**config.mk**
```make
export PLATFORM = sky130hd
export DESIGN_NAME = lane_dispatcher_flat
export DESIGN_NICKNAME = d
export VERILOG_FILES = /design/src/rtl/lane_pkg.sv /design/src/rtl/lane_dispatcher_if.sv /design/src/rtl/lane_wait_counter.sv /design/src/rtl/lane_dispatcher.sv /design/src/flat_wrapper.sv
export SDC_FILE = /design/constraint.sdc
export NUM_CORES = 2
export LEC_CHECK = 0
export ABC_AREA = 1
export ABC_CLOCK_PERIOD_IN_PS = 5200
export CAP_MARGIN = 40
export CORE_AREA = 4 4 740 742
export CTS_BUF_LIST = sky130_fd_sc_hd__clkbuf_8
export DETAILED_ROUTE_END_ITERATION = 12
export DIE_AREA = 0 0 744 746
export PLACE_DENSITY = 0.35
export SLEW_MARGIN = 20
export SYNTH_ARGS = -nofsm -noshare
export SYNTH_HDL_FRONTEND = slang
export SYNTH_SLANG_ARGS = --single-unit
export TNS_END_PERCENT = 30
```
**constraint.sdc**
```tcl
create_clock -name clk -period 5.2 [get_ports clk]
set_clock_uncertainty 0.2 [all_clocks]
set_input_delay 0.78 -clock clk [delete_from_list [all_inputs] [get_ports clk]]
set_output_delay 0.78 -clock clk [all_outputs]
set_load 0.02 [all_outputs]
```
**src/rtl/lane_pkg.sv**
```systemverilog
// Shared types and helpers for the lane dispatcher and its wait counter.
package lane_pkg;

  typedef enum logic [1:0] {
    ADD  = 2'b00,
    FADD = 2'b01,
    MUL  = 2'b10,
    FMUL = 2'b11
  } lane_func_t;

  localparam int unsigned NLANES = 4;
  localparam int unsigned CNT_W  = 16;

  typedef enum logic [1:0] {
    IDLE,
    ISSUE,
    WAIT,
    DONE
  } disp_state_t;

  // Lane latency for a given operation, in cycles.
  function automatic logic [CNT_W-1:0] lat_of(input lane_func_t  func,
                                              input int unsigned lat_add,
                                              input int unsigned lat_fadd,
                                              input int unsigned lat_mul,
                                              input int unsigned lat_fmul);
    unique case (func)
      ADD:     return CNT_W'(lat_add);
      FADD:    return CNT_W'(lat_fadd);
      MUL:     return CNT_W'(lat_mul);
      default: return CNT_W'(lat_fmul);
    endcase
  endfunction

endpackage

```
**src/rtl/lane_dispatcher_if.sv**
```systemverilog
// Command/result side of the dispatcher: vector command in, result vector out.
interface lane_dispatcher_if #(
  parameter int unsigned VLEN = 16
);
  logic                 start;
  logic [1:0]           func;
  logic [VLEN*32-1:0]   vec_a;
  logic [VLEN*32-1:0]   vec_b;
  logic                 busy;
  logic                 done;
  logic [VLEN*32-1:0]   vec_res;

  modport master (output start, func, vec_a, vec_b, input busy, done, vec_res);
  modport slave  (input start, func, vec_a, vec_b, output busy, done, vec_res);
endinterface

```
**src/rtl/lane_wait_counter.sv**
```systemverilog
// Loadable down-counter; last flags the final cycle of a lane operation.
module lane_wait_counter #(
  parameter int unsigned W = 16
) (
  input  logic         clk,
  input  logic         rst,
  input  logic         load,
  input  logic [W-1:0] load_val,
  input  logic         dec,
  output logic         last
);
  logic [W-1:0] cnt_q, cnt_d;

  // Next count: load wins over decrement; saturates at zero.
  always_comb begin
    cnt_d = cnt_q;
    if (load) begin
      cnt_d = load_val;
    end else if (dec && (cnt_q != '0)) begin
      cnt_d = cnt_q - 1'b1;
    end
  end

  // Count register.
  always_ff @(posedge clk) begin
    if (rst) cnt_q <= '0;
    else     cnt_q <= cnt_d;
  end

  assign last = (cnt_q == W'(1));
endmodule

```
**src/rtl/lane_dispatcher.sv**
```systemverilog
// Slices a vector command into 4-element groups, issues each to the lanes,
// holds operands for the lane latency and packs the captured results.
module lane_dispatcher
  import lane_pkg::*;
#(
  parameter int unsigned VLEN     = 16,
  parameter int unsigned LAT_ADD  = 1,
  parameter int unsigned LAT_FADD = 15,
  parameter int unsigned LAT_MUL  = 1,
  parameter int unsigned LAT_FMUL = 10
) (
  input  logic               clk,
  input  logic               rst,
  lane_dispatcher_if.slave   cmd,
  output logic [1:0]         lane_func,
  output logic [31:0]        dataA0,
  output logic [31:0]        dataA1,
  output logic [31:0]        dataA2,
  output logic [31:0]        dataA3,
  output logic [31:0]        dataB0,
  output logic [31:0]        dataB1,
  output logic [31:0]        dataB2,
  output logic [31:0]        dataB3,
  input  logic [31:0]        result0,
  input  logic [31:0]        result1,
  input  logic [31:0]        result2,
  input  logic [31:0]        result3
);
  localparam int unsigned NGRP = VLEN / NLANES;
  localparam int unsigned GW   = (NGRP > 1) ? $clog2(NGRP) : 1;

  disp_state_t                   state_q, state_d;
  logic [GW-1:0]                 g_q, g_d;
  lane_func_t                    func_q, func_d;
  logic [VLEN*32-1:0]            a_q, a_d, b_q, b_d, res_q, res_d;
  logic [1:0]                    lfunc_q, lfunc_d;
  logic [NLANES-1:0][31:0]       opa_q, opa_d, opb_q, opb_d;
  logic [VLEN*32-1:0]            src_a, src_b;
  logic [NLANES-1:0][31:0]       res_in;
  logic                          issue_next, cnt_load, cnt_dec, cnt_last;

  assign res_in = {result3, result2, result1, result0};

  lane_wait_counter #(.W(CNT_W)) u_wait (
    .clk      (clk),
    .rst      (rst),
    .load     (cnt_load),
    .load_val (lat_of(func_q, LAT_ADD, LAT_FADD, LAT_MUL, LAT_FMUL)),
    .dec      (cnt_dec),
    .last     (cnt_last)
  );

  // FSM next state, command latching, result capture and operand selection.
  // Operand registers load on the edge that enters ISSUE so they are already
  // on the lane ports during the ISSUE cycle; for group 0 that edge is the
  // accepting one, so the operands come straight from the command inputs.
  always_comb begin
    state_d    = state_q;
    g_d        = g_q;
    func_d     = func_q;
    a_d        = a_q;
    b_d        = b_q;
    res_d      = res_q;
    lfunc_d    = lfunc_q;
    opa_d      = opa_q;
    opb_d      = opb_q;
    src_a      = a_q;
    src_b      = b_q;
    issue_next = 1'b0;
    cnt_load   = 1'b0;
    cnt_dec    = 1'b0;
    unique case (state_q)
      IDLE: begin
        if (cmd.start) begin
          func_d     = lane_func_t'(cmd.func);
          lfunc_d    = cmd.func;
          a_d        = cmd.vec_a;
          b_d        = cmd.vec_b;
          src_a      = cmd.vec_a;
          src_b      = cmd.vec_b;
          g_d        = '0;
          issue_next = 1'b1;
          state_d    = ISSUE;
        end
      end
      ISSUE: begin
        cnt_load = 1'b1;
        state_d  = WAIT;
      end
      WAIT: begin
        cnt_dec = 1'b1;
        if (cnt_last) begin
          for (int unsigned k = 0; k < NLANES; k++) begin
            res_d[(32'(g_q) * NLANES + k) * 32 +: 32] = res_in[k];
          end
          if (g_q == GW'(NGRP - 1)) begin
            state_d = DONE;
          end else begin
            g_d        = g_q + 1'b1;
            issue_next = 1'b1;
            state_d    = ISSUE;
          end
        end
      end
      DONE: begin
        state_d = IDLE;
      end
      default: begin
        state_d = IDLE;
      end
    endcase
    if (issue_next) begin
      for (int unsigned k = 0; k < NLANES; k++) begin
        opa_d[k] = src_a[(32'(g_d) * NLANES + k) * 32 +: 32];
        opb_d[k] = src_b[(32'(g_d) * NLANES + k) * 32 +: 32];
      end
    end
  end

  // State, latched command, results and lane drives.
  always_ff @(posedge clk) begin
    if (rst) begin
      state_q <= IDLE;
      g_q     <= '0;
      func_q  <= ADD;
      a_q     <= '0;
      b_q     <= '0;
      res_q   <= '0;
      lfunc_q <= '0;
      opa_q   <= '0;
      opb_q   <= '0;
    end else begin
      state_q <= state_d;
      g_q     <= g_d;
      func_q  <= func_d;
      a_q     <= a_d;
      b_q     <= b_d;
      res_q   <= res_d;
      lfunc_q <= lfunc_d;
      opa_q   <= opa_d;
      opb_q   <= opb_d;
    end
  end

  assign cmd.busy    = (state_q != IDLE);
  assign cmd.done    = (state_q == DONE);
  assign cmd.vec_res = res_q;
  assign lane_func   = lfunc_q;
  assign dataA0      = opa_q[0];
  assign dataA1      = opa_q[1];
  assign dataA2      = opa_q[2];
  assign dataA3      = opa_q[3];
  assign dataB0      = opb_q[0];
  assign dataB1      = opb_q[1];
  assign dataB2      = opb_q[2];
  assign dataB3      = opb_q[3];
endmodule

```
**src/flat_wrapper.sv**
```systemverilog
// flat-port wrapper written by rule: the top's interface ports become plain ports
module lane_dispatcher_flat import lane_pkg::*;
#(
  parameter int unsigned VLEN     = 16,
  parameter int unsigned LAT_ADD  = 1,
  parameter int unsigned LAT_FADD = 15,
  parameter int unsigned LAT_MUL  = 1,
  parameter int unsigned LAT_FMUL = 10
)
  (clk, rst, lane_func, dataA0, dataA1, dataA2, dataA3, dataB0, dataB1, dataB2, dataB3, result0, result1, result2, result3, cmd_start, cmd_func, cmd_vec_a, cmd_vec_b, cmd_busy, cmd_done, cmd_vec_res);
  lane_dispatcher_if #(.VLEN(VLEN)) cmd_i ();
  input  logic clk;
  input  logic rst;
  output logic [1:0] lane_func;
  output logic [31:0] dataA0;
  output logic [31:0] dataA1;
  output logic [31:0] dataA2;
  output logic [31:0] dataA3;
  output logic [31:0] dataB0;
  output logic [31:0] dataB1;
  output logic [31:0] dataB2;
  output logic [31:0] dataB3;
  input  logic [31:0] result0;
  input  logic [31:0] result1;
  input  logic [31:0] result2;
  input  logic [31:0] result3;
  input wire logic [$bits(cmd_i.start)-1:0] cmd_start;
  input wire logic [$bits(cmd_i.func)-1:0] cmd_func;
  input wire logic [$bits(cmd_i.vec_a)-1:0] cmd_vec_a;
  input wire logic [$bits(cmd_i.vec_b)-1:0] cmd_vec_b;
  output wire logic [$bits(cmd_i.busy)-1:0] cmd_busy;
  output wire logic [$bits(cmd_i.done)-1:0] cmd_done;
  output wire logic [$bits(cmd_i.vec_res)-1:0] cmd_vec_res;
  assign cmd_i.start = cmd_start;
  assign cmd_i.func = cmd_func;
  assign cmd_i.vec_a = cmd_vec_a;
  assign cmd_i.vec_b = cmd_vec_b;
  assign cmd_busy = cmd_i.busy;
  assign cmd_done = cmd_i.done;
  assign cmd_vec_res = cmd_i.vec_res;
  lane_dispatcher #(.VLEN(VLEN), .LAT_ADD(LAT_ADD), .LAT_FADD(LAT_FADD), .LAT_MUL(LAT_MUL), .LAT_FMUL(LAT_FMUL)) u_core (.clk(clk), .rst(rst), .cmd(cmd_i), .lane_func(lane_func), .dataA0(dataA0), .dataA1(dataA1), .dataA2(dataA2), .dataA3(dataA3), .dataB0(dataB0), .dataB1(dataB1), .dataB2(dataB2), .dataB3(dataB3), .result0(result0), .result1(result1), .result2(result2), .result3(result3));
endmodule
```
==> impl_results.md <==
- Post-Synthesis Cells: 9797
- Vias per cell: about 4.0
- First-pass GRT wire length: 697000 um
- Hold Startpoint: cmd_vec_b[316]
- Clk_lat worst skew: 1130 ps
- Arrival @ worst endpoint: about 4700 ps
- Yosys cell types: 36
- Worst-Margin Slew: 1240 ps
- Via count: 78600
- Mapped Area: 76300 um2
- Fillers: 60400
- Clock Sink Count: 1814
- Cts bufs inserted: 372
- Dpl hpwl: about 390000 um
- Post-CTS Setup Bufs: 0
- Crit path time final: 3830 ps
- CTS Root Cell: clkbuf_8
- Final core occ: 21.5%
- R2R Setup Slk: 1370 ps
- Switch share: 32.6%
- Commonest cells after routing, fill and taps aside: 1926 x clkdlybuf4s50_1, 1811 x dfxtp_1, 1397 x nand3_1, 1293 x nor2_1, 1034 x nand2_1
- Register area share after synthesis: 47.6%
- Combinational share of power: around a fifth
- Int Power: 25900 uW
- Power share of the sequential group: 40.2%
- CP startpoint kind: flip-flop
- Fin crit share: roughly three quarters
- Max-cap violations: 0
- Routed Antenna Nets: 0
- Unrepaired setup endpoints after global routing: no
- Port bufs: 1928
- Cells on worst reg2reg path: 13
- Synthesis-to-finish area growth: 52.2%
- Starting Density: 14.1%
- Yosys warnings: 0
- Relative slew margins: approximately 18%
- Share of cells above drive strength 1: 10.6%
- Fin Setup TNS: 0 ps
- Clock buffer depth: 4
- Setup violations, final: 0
- P_leak: 0.0480 uW
- Nets: ~13000
- Final hold vios: 0
- Pwr Total: between 30000 and 40000 uW
- Synth Register Bits: 1814
- Top-Level Pins: 1929
- Worst Setup EP: u_core.dataA3[3]
- Drt drc: 0
- Worst setup EP type: flip-flop
- CTS tree: built
- FP Rows: 270
- Switching Power: between 10000 and 15000 uW
- Synth top area share: 47.6%
- H-tree depth: 5
- Max FO, Critical Path: 27
- Worst IR Drop VDD: between 0.15 and 0.2 mV
- Fin. max-slew vios: 0
- FMAX: 261 MHz
- Core area: approximately 540000 um2
- Req. time, crit path: a little over 6000 ps
- Synthesized area per cell: 7.79 um2
- Largest net degree at the start of global routing: 173
- Crit path launch: u_core.u_wait.cnt_q[1]
- Avg WL per Cell: 26.7 um
- Post-CTS sizing: 0
- Worst R2R End: u_core.dataA3[3]
- Worst reg2reg startpoint: u_core.u_wait.cnt_q[1]
- DRT Pass-1 Iters: 5
- GRT Total Usage: between 10% and 20%
- Clk pin slew, worst setup/hold paths: 60 ps
- Non-Filler Instances: 19500
- Clock power share: 40.0%
- Synth top area cells: dfxtp_1 48%, nand3_1 9.2%, mux2i_1 6.7%
- Drt initial violations: between 5000 and 6000
- Critical path type: reg -> reg
- DP Cell Count: 18300
- Vias in the first global route: 77500
- Dominant cell type by area after synthesis: dfxtp_1
- Initial antenna violation count: 250
- Die Area: 555000 um2
- Die height: 746 um
- Worst hold path class: in -> reg
- Total congestion overflow: 0
- Post-Route WL: 521000 um
- Status: completed
- Gpl congestion: 0.845
- Syn nets: 11000
- Die width: 744 um
- PwrDens: 331 nW/um2
- Commonest non-fill, non-tap cell in the layout: clkdlybuf4s50_1
-- synth_stat cells, drive strengths merged --
cell type     n
o21ai       865
xor2          4
or2         514
clkinv      126
nor2       1303
xnor2         2
a21oi       331
a211oi       33
nand2      1043
nor3         98
ha           11
clkbuf      535
o21a          2
dfxtp      1814
inv         451
nand3      1398
a31oi       130
o211a        64
buf         329
nand4       230
o31ai         1
o22ai         1
mux2i       512
-- state kept, by name, summed over array words and instances, names as in the netlist --
| name | flops |
|---|---|
| u_core.u_wait.cnt_q | 16 |
| u_core.dataB1 | 32 |
| u_core.dataB0 | 32 |
| u_core.dataA3 | 32 |
| u_core.dataA1 | 32 |
| u_core.a_q | 512 |
| u_core.b_q | 512 |
| u_core.dataB2 | 32 |
| u_core.dataA0 | 32 |
| u_core.g_q | 2 |
| u_core.state_q | 2 |
| u_core.cmd.vec_res | 512 |
| u_core.dataA2 | 32 |
| u_core.func_q | 2 |
| u_core.dataB3 | 32 |
-- logic make-up after synthesis --
| group | synth area share [%] |
|---|---|
| adder cells (fa/ha/maj) | 0.180 |
| buffers and inverters | 7.66 |
| XOR/XNOR | 0.0689 |
| AO/OA/AOI/OAI | 10.1 |
| multiplexers | 6.72 |
| AND/OR/NAND/NOR | 27.6 |
| flip-flops | 47.6 |
-- area by class of cell --
type	count	area (um2)	share of cell area (%)
sequential	1814	36300	31.3
multi-input combinational	6542	34200	29.4
timing repair buffer	2647	26900	23.2
tap	7208	9020	7.77
clock buffer	451	6210	5.35
inverter	577	2210	1.90
clock inverter	196	1040	0.895
antenna	97	243	0.209
-- timing repair --
action | 4_1_cts | 5_1_grt
setup endpoints to repair | 0 | 0
endpoints found under the hold margin | 529 | 0
hold buffers | 473 | 0
-- metal layers --
metal	wire, um	vias to the layer above	track usage (%)
li1	-	37000	-
met4	18400	112	5.46
met2	240000	2739	29.6
met1	224000	37900	22.4
met5	660	-	0
met3	38100	858	5.05
-- power groups by stage --
stage	logic, uW	clock network [uW]	registers [uW]
after global routing	8280	16600	15500
final	7610	15400	15400
after CTS	7770	16100	15400
after floorplan	3270	0	15700
after detailed placement	7370	0	15700
after global placement	7340	0	15700
-- critical path: stages (launching register included) --
cell,delay [ps]
dfxtp_1,310
inv_1,130
ha_1,180
nand2_2,90
nor2_8,180
nand3_4,230
nand2_8,320
nand2_8,310
buf_4,370
nand2_1,100
nand3_1,790
nand3_1,390
nand2_1,100
inv_1,60
-- worst min-delay path by stage --
stage / end / slack (ps) / depth (start not counted)
3_3_place_gp: u_core.cmd.vec_res[481] / 250 / 2
5_1_grt: u_core.a_q[382] / 30 / 3
3_5_place_dp: u_core.cmd.vec_res[504] / 250 / 2
2_1_floorplan: u_core.u_wait.cnt_q[12] / 260 / 1
6_report: u_core.b_q[316] / 200 / 3
4_1_cts: u_core.b_q[312] / 0.5 / 3
-- metrics by stage --
stage / instance area, um2 / hold WS [ps] / setup WS, ps
floorplan: 76300 / 255 / 2410
global placement: 103000 / 247 / 611
detailed placement: 104000 / 245 / 617
CTS: 116000 / 0.510 / 1080
global route: 116000 / 31.9 / 1030
finish: 116000 / 202 / 1370
Note: power is estimated with default switching activity, not from simulation.
